`src/rtl/writeback_pkg.sv`:
```
// Shared types and constants for the writeback queue: default widths, the queue entry
// layout and where each destination field sits inside srcDstIn.
package writeback_pkg;

  localparam int unsigned DefDataW = 32;
  localparam int unsigned DefAddrW = 4;

  // srcDstIn carries two ADDR_W-wide destination fields; these are field indices.
  localparam int unsigned SrcDst1Idx = 0;
  localparam int unsigned SrcDst2Idx = 1;

  typedef struct packed {
    logic [DefAddrW-1:0] addr;
    logic [DefDataW-1:0] data;
  } wb_entry_t;

  function automatic int unsigned src_dst_lsb(int unsigned idx, int unsigned addr_w);
    return idx * addr_w;
  endfunction

endpackage

```
`src/rtl/writeback_queue_if.sv`:
```
// ALU-result, regbank-drain and CPSR signals of the writeback queue.
// WB_HAZARD_EN adds the decode hazard probe (addrQuery/pendingOut).
interface writeback_queue_if #(
  parameter int unsigned DATA_W = 32,
  parameter int unsigned ADDR_W = 4,
  parameter int unsigned DEPTH  = 4
);
  localparam int unsigned CntW = $clog2(DEPTH) + 1;

  logic                  readyIn;
  logic                  triggerOut;
  logic [DATA_W-1:0]     dataIn1;
  logic [DATA_W-1:0]     dataIn2;
  logic [2*ADDR_W-1:0]   srcDstIn;
  logic                  enIn;
  logic                  wIn;
  logic [31:0]           cpsrIn;
  logic                  cpsrWeIn;
  logic [DATA_W-1:0]     dataOut;
  logic [ADDR_W-1:0]     addrOut;
  logic                  triggerOutRB;
  logic                  readyInRB;
  logic [31:0]           cpsrOut;
  logic                  cpsrWeOut;
  logic [CntW-1:0]       countOut;
`ifdef WB_HAZARD_EN
  logic [ADDR_W-1:0]     addrQuery;
  logic                  pendingOut;

  modport master (
    output readyIn, dataIn1, dataIn2, srcDstIn, enIn, wIn, cpsrIn, cpsrWeIn, readyInRB,
           addrQuery,
    input  triggerOut, dataOut, addrOut, triggerOutRB, cpsrOut, cpsrWeOut, countOut,
           pendingOut
  );
  modport slave (
    input  readyIn, dataIn1, dataIn2, srcDstIn, enIn, wIn, cpsrIn, cpsrWeIn, readyInRB,
           addrQuery,
    output triggerOut, dataOut, addrOut, triggerOutRB, cpsrOut, cpsrWeOut, countOut,
           pendingOut
  );
`else
  modport master (
    output readyIn, dataIn1, dataIn2, srcDstIn, enIn, wIn, cpsrIn, cpsrWeIn, readyInRB,
    input  triggerOut, dataOut, addrOut, triggerOutRB, cpsrOut, cpsrWeOut, countOut
  );
  modport slave (
    input  readyIn, dataIn1, dataIn2, srcDstIn, enIn, wIn, cpsrIn, cpsrWeIn, readyInRB,
    output triggerOut, dataOut, addrOut, triggerOutRB, cpsrOut, cpsrWeOut, countOut
  );
`endif

endinterface

```
`src/rtl/wb_fifo.sv`:
```
// Dual-push, single-pop circular buffer. Occupancy is tracked by count, not pointer compare.
// With WB_HAZARD_EN it also exposes storage and a per-slot valid vector.
module wb_fifo
  import writeback_pkg::*;
#(
  parameter int unsigned Depth   = 4,
  parameter type         entry_t = wb_entry_t
) (
  input  logic                       clk_i,
  input  logic                       rst_i,
  input  logic                       push0_i,
  input  entry_t                     push0_entry_i,
  input  logic                       push1_i,
  input  entry_t                     push1_entry_i,
  input  logic                       pop_i,
  output entry_t                     head_o,
`ifdef WB_HAZARD_EN
  output entry_t                     mem_o [Depth],
  output logic [Depth-1:0]           valid_o,
`endif
  output logic [$clog2(Depth):0]     count_o
);

  localparam int unsigned PtrW = $clog2(Depth);
  localparam int unsigned CntW = PtrW + 1;

  entry_t          mem_q [Depth];
  logic [PtrW-1:0] wr_ptr_q, wr_ptr_d;
  logic [PtrW-1:0] rd_ptr_q, rd_ptr_d;
  logic [CntW-1:0] count_q, count_d;
  logic [1:0]      n_push;

  always_comb begin
    n_push   = 2'(push0_i) + 2'(push1_i);
    // PtrW-bit arithmetic wraps modulo Depth since Depth is a power of two.
    wr_ptr_d = wr_ptr_q + PtrW'(n_push);
    rd_ptr_d = rd_ptr_q + PtrW'(pop_i);
    count_d  = count_q + CntW'(n_push) - CntW'(pop_i);
  end

  always_ff @(posedge clk_i) begin
    if (rst_i) begin
      wr_ptr_q <= '0;
      rd_ptr_q <= '0;
      count_q  <= '0;
    end else begin
      wr_ptr_q <= wr_ptr_d;
      rd_ptr_q <= rd_ptr_d;
      count_q  <= count_d;
    end
  end

  // A lone push1 takes the slot at the write pointer; with both, it lands one behind push0.
  always_ff @(posedge clk_i) begin
    if (!rst_i) begin
      if (push0_i) mem_q[wr_ptr_q] <= push0_entry_i;
      if (push1_i) mem_q[push0_i ? wr_ptr_q + PtrW'(1) : wr_ptr_q] <= push1_entry_i;
    end
  end

  assign head_o  = mem_q[rd_ptr_q];
  assign count_o = count_q;

`ifdef WB_HAZARD_EN
  logic [PtrW-1:0] offs;

  assign mem_o = mem_q;

  always_comb begin
    offs    = '0;
    valid_o = '0;
    for (int unsigned i = 0; i < Depth; i++) begin
      offs       = PtrW'(i) - rd_ptr_q;
      valid_o[i] = CntW'(offs) < count_q;
    end
  end
`endif

endmodule

```
`src/rtl/writeback_queue.sv`:
```
// Writeback stage: buffers up to two register writes per ALU result, drains one per cycle
// to the regbank and registers CPSR updates. WB_HAZARD_EN enables the pending-write probe.
module writeback_queue
  import writeback_pkg::*;
#(
  parameter int unsigned DATA_W = DefDataW,
  parameter int unsigned ADDR_W = DefAddrW,
  parameter int unsigned DEPTH  = 4
) (
  input logic              clk,
  input logic              reset,
  writeback_queue_if.slave bus
);

  localparam int unsigned CntW    = $clog2(DEPTH) + 1;
  localparam int unsigned Dst1Lsb = src_dst_lsb(SrcDst1Idx, ADDR_W);
  localparam int unsigned Dst2Lsb = src_dst_lsb(SrcDst2Idx, ADDR_W);

  typedef struct packed {
    logic [ADDR_W-1:0] addr;
    logic [DATA_W-1:0] data;
  } entry_t;

  logic [CntW-1:0] count;
  entry_t          head;
  entry_t          entry1, entry2;
  logic            accept, transfer, head_valid, pop;
  logic [31:0]     cpsr_q;
  logic            cpsr_we_q;

  // Two free slots are demanded regardless of enIn/wIn; a same-cycle pop earns no credit.
  assign accept     = !reset && (count <= CntW'(DEPTH - 2));
  assign transfer   = bus.readyIn && accept;
  assign head_valid = !reset && (count != '0);
  assign pop        = head_valid && bus.readyInRB;

  assign entry1 = '{addr: bus.srcDstIn[Dst1Lsb +: ADDR_W], data: bus.dataIn1};
  assign entry2 = '{addr: bus.srcDstIn[Dst2Lsb +: ADDR_W], data: bus.dataIn2};

`ifdef WB_HAZARD_EN
  entry_t           mem [DEPTH];
  logic [DEPTH-1:0] valid;
  logic             pending;
`endif

  wb_fifo #(
    .Depth   (DEPTH),
    .entry_t (entry_t)
  ) u_fifo (
    .clk_i         (clk),
    .rst_i         (reset),
    .push0_i       (transfer && bus.enIn),
    .push0_entry_i (entry1),
    .push1_i       (transfer && bus.wIn),
    .push1_entry_i (entry2),
    .pop_i         (pop),
    .head_o        (head),
`ifdef WB_HAZARD_EN
    .mem_o         (mem),
    .valid_o       (valid),
`endif
    .count_o       (count)
  );

  always_ff @(posedge clk) begin
    if (reset) begin
      cpsr_q    <= '0;
      cpsr_we_q <= 1'b0;
    end else begin
      cpsr_we_q <= transfer && bus.cpsrWeIn;
      if (transfer && bus.cpsrWeIn) cpsr_q <= bus.cpsrIn;
    end
  end

  assign bus.triggerOut   = accept;
  assign bus.triggerOutRB = head_valid;
  assign bus.dataOut      = head_valid ? head.data : '0;
  assign bus.addrOut      = head_valid ? head.addr : '0;
  assign bus.countOut     = reset ? '0 : count;
  assign bus.cpsrOut      = cpsr_q;
  assign bus.cpsrWeOut    = cpsr_we_q;

`ifdef WB_HAZARD_EN
  // Only committed entries are compared, so same-cycle pushes never flag a hazard.
  always_comb begin
    pending = 1'b0;
    for (int unsigned i = 0; i < DEPTH; i++) begin
      if (valid[i] && (mem[i].addr == bus.addrQuery)) pending = 1'b1;
    end
  end

  assign bus.pendingOut = !reset && pending;
`endif

endmodule

```
`src/flat_wrapper.sv`:
```
// flat-port wrapper written by rule: the top's interface ports become plain ports
module writeback_queue_flat import writeback_pkg::*;
#(
  parameter int unsigned DATA_W = DefDataW,
  parameter int unsigned ADDR_W = DefAddrW,
  parameter int unsigned DEPTH  = 4
)
  (clk, reset, bus_readyIn, bus_dataIn1, bus_dataIn2, bus_srcDstIn, bus_enIn, bus_wIn, bus_cpsrIn, bus_cpsrWeIn, bus_readyInRB, bus_triggerOut, bus_dataOut, bus_addrOut, bus_triggerOutRB, bus_cpsrOut, bus_cpsrWeOut, bus_countOut);
  writeback_queue_if #(.DATA_W(DATA_W), .ADDR_W(ADDR_W), .DEPTH(DEPTH)) bus_i ();
  input logic clk;
  input logic reset;
  input wire logic [$bits(bus_i.readyIn)-1:0] bus_readyIn;
  input wire logic [$bits(bus_i.dataIn1)-1:0] bus_dataIn1;
  input wire logic [$bits(bus_i.dataIn2)-1:0] bus_dataIn2;
  input wire logic [$bits(bus_i.srcDstIn)-1:0] bus_srcDstIn;
  input wire logic [$bits(bus_i.enIn)-1:0] bus_enIn;
  input wire logic [$bits(bus_i.wIn)-1:0] bus_wIn;
  input wire logic [$bits(bus_i.cpsrIn)-1:0] bus_cpsrIn;
  input wire logic [$bits(bus_i.cpsrWeIn)-1:0] bus_cpsrWeIn;
  input wire logic [$bits(bus_i.readyInRB)-1:0] bus_readyInRB;
  output wire logic [$bits(bus_i.triggerOut)-1:0] bus_triggerOut;
  output wire logic [$bits(bus_i.dataOut)-1:0] bus_dataOut;
  output wire logic [$bits(bus_i.addrOut)-1:0] bus_addrOut;
  output wire logic [$bits(bus_i.triggerOutRB)-1:0] bus_triggerOutRB;
  output wire logic [$bits(bus_i.cpsrOut)-1:0] bus_cpsrOut;
  output wire logic [$bits(bus_i.cpsrWeOut)-1:0] bus_cpsrWeOut;
  output wire logic [$bits(bus_i.countOut)-1:0] bus_countOut;
  assign bus_i.readyIn = bus_readyIn;
  assign bus_i.dataIn1 = bus_dataIn1;
  assign bus_i.dataIn2 = bus_dataIn2;
  assign bus_i.srcDstIn = bus_srcDstIn;
  assign bus_i.enIn = bus_enIn;
  assign bus_i.wIn = bus_wIn;
  assign bus_i.cpsrIn = bus_cpsrIn;
  assign bus_i.cpsrWeIn = bus_cpsrWeIn;
  assign bus_i.readyInRB = bus_readyInRB;
  assign bus_triggerOut = bus_i.triggerOut;
  assign bus_dataOut = bus_i.dataOut;
  assign bus_addrOut = bus_i.addrOut;
  assign bus_triggerOutRB = bus_i.triggerOutRB;
  assign bus_cpsrOut = bus_i.cpsrOut;
  assign bus_cpsrWeOut = bus_i.cpsrWeOut;
  assign bus_countOut = bus_i.countOut;
  writeback_queue #(.DATA_W(DATA_W), .ADDR_W(ADDR_W), .DEPTH(DEPTH)) u_core (.clk(clk), .reset(reset), .bus(bus_i));
endmodule
```
`config.mk`:
```
export PLATFORM = sky130hd
export DESIGN_NAME = writeback_queue_flat
export DESIGN_NICKNAME = d
export VERILOG_FILES = /design/src/rtl/writeback_pkg.sv /design/src/rtl/writeback_queue_if.sv /design/src/rtl/wb_fifo.sv /design/src/rtl/writeback_queue.sv /design/src/flat_wrapper.sv
export SDC_FILE = /design/constraint.sdc
export NUM_CORES = 1
export LEC_CHECK = 0
export CORE_ASPECT_RATIO = 0.9
export CORE_MARGIN = 5
export CORE_UTILIZATION = 56
export CTS_CLUSTER_SIZE = 20
export DETAILED_ROUTE_END_ITERATION = 7
export PLACE_DENSITY = 0.86
export SKIP_CTS_REPAIR_TIMING = 1
export SYNTH_ARGS = -nofsm -noshare
export SYNTH_HDL_FRONTEND = slang
export SYNTH_SLANG_ARGS = --single-unit
```
`constraint.sdc`:
```
create_clock -name clk -period 4.6 [get_ports clk]
set_clock_uncertainty 0.15 [all_clocks]
set_input_delay 0.92 -clock clk [delete_from_list [all_inputs] [get_ports clk]]
set_output_delay 0.92 -clock clk [all_outputs]
set_load 0.02 [all_outputs]
```
**Word-level counts from Yosys, hierarchy flattened**

Memory sizes are Yosys's and may differ from the RTL's. A register that Yosys moved wholly into a read port is not among the register bits.
Cells that the tools add are included.

- Register bits after elaboration: 40
- RAM bits: 144
- Input port bits: 111
- Output and inout port bits: 74
- Memories: 1

- Add/subtract/negate cells: 6
- $lt $le $gt $ge: 1
- Multiplexer cells: 11
- Reduce and logical (&&, ||, !) cells: 9

Memory list:

| name | depth | width | read ports | clocked after Yosys merged registers in | write ports | line | source |
|---|---|---|---|---|---|---|---|
| u_core.u_fifo.mem_q | 4 | 36 | 1 | 1 | 2 | wb_fifo.sv:27 | `entry_t mem_q [Depth];` |

Operator list:

| operator | number |
|---|---|
| 32-bit two-way mux | 1 |
| 1-bit logical AND | 7 |
| 1-bit two-way mux | 6 |
| 2-bit two-way mux | 2 |
| 4-bit two-way mux | 1 |
| 3-bit by 2-bit adder with 3-bit output | 1 |
| 3-bit by 2-bit less-or-equal comparator with 1-bit output, second input constant | 1 |
| 3-bit two-way mux | 1 |
| 3-bit nonzero test | 1 |
| 3-bit by 1-bit subtractor with 3-bit output | 1 |
| 1-bit by 1-bit adder with 2-bit output | 1 |
| 2-bit by 1-bit adder with 2-bit output | 1 |
| 2-bit by 1-bit adder with 2-bit output, second input constant | 1 |
| 2-bit adder | 1 |
| 1-bit logical NOT | 1 |

**Depth between registers and ports, before layout**

- Depth after elaboration: 7
- Depth in mapped cells: 13

**Modules after synthesis**

From an unflattened synthesis, not the netlist that was laid out.

- Cell total of the unflattened synthesis: 604
- Area total of the unflattened synthesis: 9,352.7 um^2

Modules (own cells, without submodules):

| module | times used | cells each | area each (um^2) |
|---|---|---|---|
| wb_fifo | 1 | 405 | 7,752.4 |
| writeback_queue | 1 | 199 | 1,600.3 |

**Worst setup path after synthesis**

Ideal clock, no wire load.

- Path type: input -> register
- From: in reset
- To: mem u_core.u_fifo.mem_q[2][0] (netlist bit), enable pin
- Library setup time: 394 ps
- Arrival: 2,608 ps
- Data required time: 4,056 ps
- Path slack: 1,448 ps
- Stages on the path: 6
- Path buffers: 2
- Cell sequence: buf_2 nand3b_4 nor3_2 o21ai_4 buf_6 nand2_1

RTL lines:

| what | line | source |
|---|---|---|
| start, declared | flat_wrapper.sv:11 | `input logic reset;` |
| end, declared | wb_fifo.sv:27 |  |

**Final worst setup path**

- From: in reset
- To: out bus_dataOut[5]

- Cells in the longest elaborated chain, start to end: 3

Ends and longest elaborated chain:

| what | line | source |
|---|---|---|
| 1-bit logical NOT | writeback_queue.sv:34 | `assign head_valid = !reset && (count != '0);` |
| 1-bit logical AND | writeback_queue.sv:34 |  |
| 32-bit two-way mux | writeback_queue.sv:77 | `assign bus.dataOut = head_valid ? head.data : '0;` |
| end, declared | flat_wrapper.sv:22 | `output wire logic [$bits(bus_i.dataOut)-1:0] bus_dataOut;` |

Every way passes these cells.

==> summary.md <==
| Metric | Value |
|---|---|
| Ys Warns | 0 |
| Final GP Congestion | 0.828 |
| First-pass GRT wire length | 34.1 mm |
| Worst path depth | 5 |
| Largest net degree at the start of global routing | 37 |
| H-tree depth | 4 |
| Fin. max-slew vios | 0 |
| Wire per inst | 21.5 um |
| Seq/Total Area, Yosys | 54.3% |
| CP Cell Sequence | clkdlybuf4s50_1, nor2_2, buf_4, and2_1, clkdlybuf4s50_1 |
| Pwr/cell area | 368 mW/mm^2 |
| Fillers | 1053 |
| WP data required | 3.53 ns |
| Chip height | 133 um |
| Clk slew on worst S/H paths | 0.07 ns |
| Std-Cell Rows | 45 |
| Post-synth EDFFs | 144 |
| Crit Path Max Fanout | 20 |
| CTS Root Cell | clkbuf_16 |
| Period utilization | 84.8% |
| Crit-path leading delay family | buffers and inverters |
| Total gr overflow | 0 |
| CTS tree | yes |
| Status | completed |
| Die ar. | 0.0196 mm^2 |
| Achievable clock frequency | 0.256 GHz |
| Cell Area, Synth | 0.00944 mm^2 |
| Most Frequent Cell on Critical Path | clkdlybuf4s50_1 |
| Max incr delay on CP | 0.65 ns |
| Total global-route track usage | 22.6% |
| Unrepaired setup endpoints after global routing | no |
| Post-Syn Nets | 721 |
| Synth Flop Type | edfxtp_1 |
| Endpoints failing setup | 0 |
| Crit path arrival time | 2.83 ns |
| Layout Nets | 907 |
| Chip width | 147 um |
| Area of the multi-input gates | 0.00405 mm^2 |
| Initial antenna violation count | 0 |
| Setup crit end kind | primary output |
| Setup WS post-layout | 0.698 ns |
| IO buf count | 184 |
| Via density | 5.61 |
| Syn Area/Cell | 15.8 um^2 |
| Via count | 5658 |
| Synth Instances | 599 |
| Clock Path Buffers | 2 |
| ANT cells | 0 |
| Ratio of cells with drive above 1 in the final layout | 31.2% |
| Reg2reg setup slack | 1.62 ns |
| Crit path launch type | primary input |
| Leak | 4.57 nW |
| Final WL | 21.7 mm |
| P&R area growth vs syn | 28.0% |
| Slew HR | 38.5% |
| IR drop worst, VDD | 0.269 mV |
| Worst path bufs/invs | 3 |
| Hold Path Class | reg2reg |
| Async S/R FF share, synth | 0% |
| R2R depth | 7 |
| Worst-Skew Late Latency | 0.42 ns |
| CORE AREA | 0.0167 mm^2 |
| Vias in the first global route | 6199 |
| Gr busiest metal | met2 |
| CP max-delay cell | clkdlybuf4s50_1 |
| Hold depth | 2 |
| #FFs+latches synth | 184 |
| CTS buffer count | 17 |
| # DRC | 0 |
| DP Worst Slack | 0.651 ns |
| I/O Pins | 185 |
| DRT iter0 DRCs | 253 |
| Grt met3 use | 3.67% |
| Critical path type | in2out |
| Grt met2 use | 41.2% |
| Fin. Hold Viols | 0 |
| Initial Util | 56.4% |
| Actual slew at the worst max-slew pin | 0.922 ns |
| Total negative setup slack | 0 ns |
| Final ANT Viol Nets | 0 |
| GR Layer Usage met1 | 27.5% |
| Clock Sinks | 184 |
| 1st-pass router iterations | 4 |
| Tmin final | 3.90 ns |
| Register area | 0.00513 mm^2 |
| Count of different cell masters after synthesis | 32 |
| Number of max-cap violations | 0 |
| Dpl hpwl | 14.5 mm |
[logic make-up (layout without fill, tap and decap cells)]
logic type | count (synthesis) | after routing | synth area share [%]
flops | 184 | 184 | 54.3
mux | 180 | 180 | 30.4
simple gates | 133 | 133 | 7.24
buf+inv | 44 | 243 | 2.89
compound gates | 42 | 42 | 3.18
fa+ha+maj | 11 | 11 | 1.54
xor+xnor | 5 | 5 | 0.464
[worst paths after layout]
kind / end / from
max: bus_dataOut[5] / reset
min: u_core.bus.cpsrOut[7] / u_core.bus.cpsrOut[7]
max reg2reg: u_core.u_fifo.mem_q[2][35] / u_core.u_fifo.wr_ptr_q[0]
min reg2reg: u_core.bus.cpsrOut[7] / u_core.bus.cpsrOut[7]
[Yosys cell counts, types with 2 or more instances]
| master | n | area (um^2) |
|---|---|---|
| a211oi_2 | 4 | 50.1 |
| a21oi_1 | 32 | 160 |
| and2_1 | 37 | 231 |
| buf_1 | 3 | 11.3 |
| buf_2 | 8 | 40.0 |
| buf_6 | 13 | 146 |
| clkbuf_1 | 12 | 45.0 |
| dfxtp_1 | 40 | 801 |
| edfxtp_1 | 144 | 4320 |
| ha_1 | 10 | 125 |
| inv_1 | 7 | 26.3 |
| mux2_2 | 28 | 315 |
| mux2_4 | 116 | 1740 |
| mux4_2 | 36 | 811 |
| nand2_1 | 73 | 274 |
| nor2_1 | 8 | 30.0 |
| nor2b_1 | 6 | 37.5 |
| nor4_4 | 2 | 42.5 |
| o21ai_4 | 4 | 65.1 |
| xnor2_1 | 4 | 35.0 |
[power by group]
| part | switching (mW) | internal [mW] | leakage, nW |
|---|---|---|---|
| Clock | 0.590 | 0.780 | 0.289 |
| Combinational | 0.515 | 0.602 | 2.65 |
| Sequential | 0.0636 | 1.89 | 1.63 |
| Total | 1.17 | 3.27 | 4.57 |
[per-layer routing]
layer	part of all wire, %	vias up
met3	4.2	28
met5	0	-
li1	-	2620
met4	2.0	0
met2	54	170
met1	40	2840
[cells in the final DEF, fill, tap and decap left out, types with 4 or more instances in the layout]
| master | instances |
|---|---|
| nand2_1 | 69 |
| nor2_1 | 7 |
| xnor2_1 | 4 |
| and2_1 | 37 |
| nand2_2 | 4 |
| clkbuf_16 | 19 |
| a211oi_2 | 4 |
| edfxtp_1 | 144 |
| ha_1 | 10 |
| mux2_4 | 116 |
| inv_1 | 10 |
| a21oi_1 | 32 |
| buf_4 | 14 |
| clkdlybuf4s50_1 | 184 |
| buf_12 | 5 |
| nor2b_1 | 6 |
| dfxtp_1 | 38 |
| mux4_2 | 36 |
| o21ai_4 | 4 |
| mux2_2 | 28 |
[flip-flops by register name, indices dropped and copies added, names as in the netlist]
signal                  cells
u_core.bus.cpsrOut         32
u_core.bus.cpsrWeOut        1
u_core.u_fifo.count_o       3
u_core.u_fifo.mem_q       144
u_core.u_fifo.rd_ptr_q      2
u_core.u_fifo.wr_ptr_q      2
[tightest hold or removal path, stage by stage (launching register included)]
cell and delay (ns):
dfxtp_1 0.31, nand2_1 0.05, a21oi_1 0.05
[final cells by class]
| class | count | area share (%) |
|---|---|---|
| multi-input cells | 371 | 33.6 |
| clock buffers | 24 | 4.26 |
| inverters | 8 | 0.249 |
| clock inverters | 8 | 0.363 |
| well taps | 211 | 2.19 |
| repair buffers | 203 | 16.9 |
| flip-flops and latches | 184 | 42.4 |
[stage by stage]
stage / std cells / power, mW / hold slack [ns] / instance area, um^2 / util [%]
after global placement: 977 / 3.08 / 0.290 / 11500 / 68.9
after detailed placement: 977 / 3.12 / 0.300 / 11500 / 68.9
after CTS: 1009 / 4.48 / 0.306 / 12100 / 72.2
after global routing: 1009 / 4.62 / 0.328 / 12100 / 72.2
final: 1009 / 4.44 / 0.302 / 12100 / 72.2
after floorplan: 599 / 2.64 / 0.385 / 9440 / -
(Power assumes the default switching activity.)
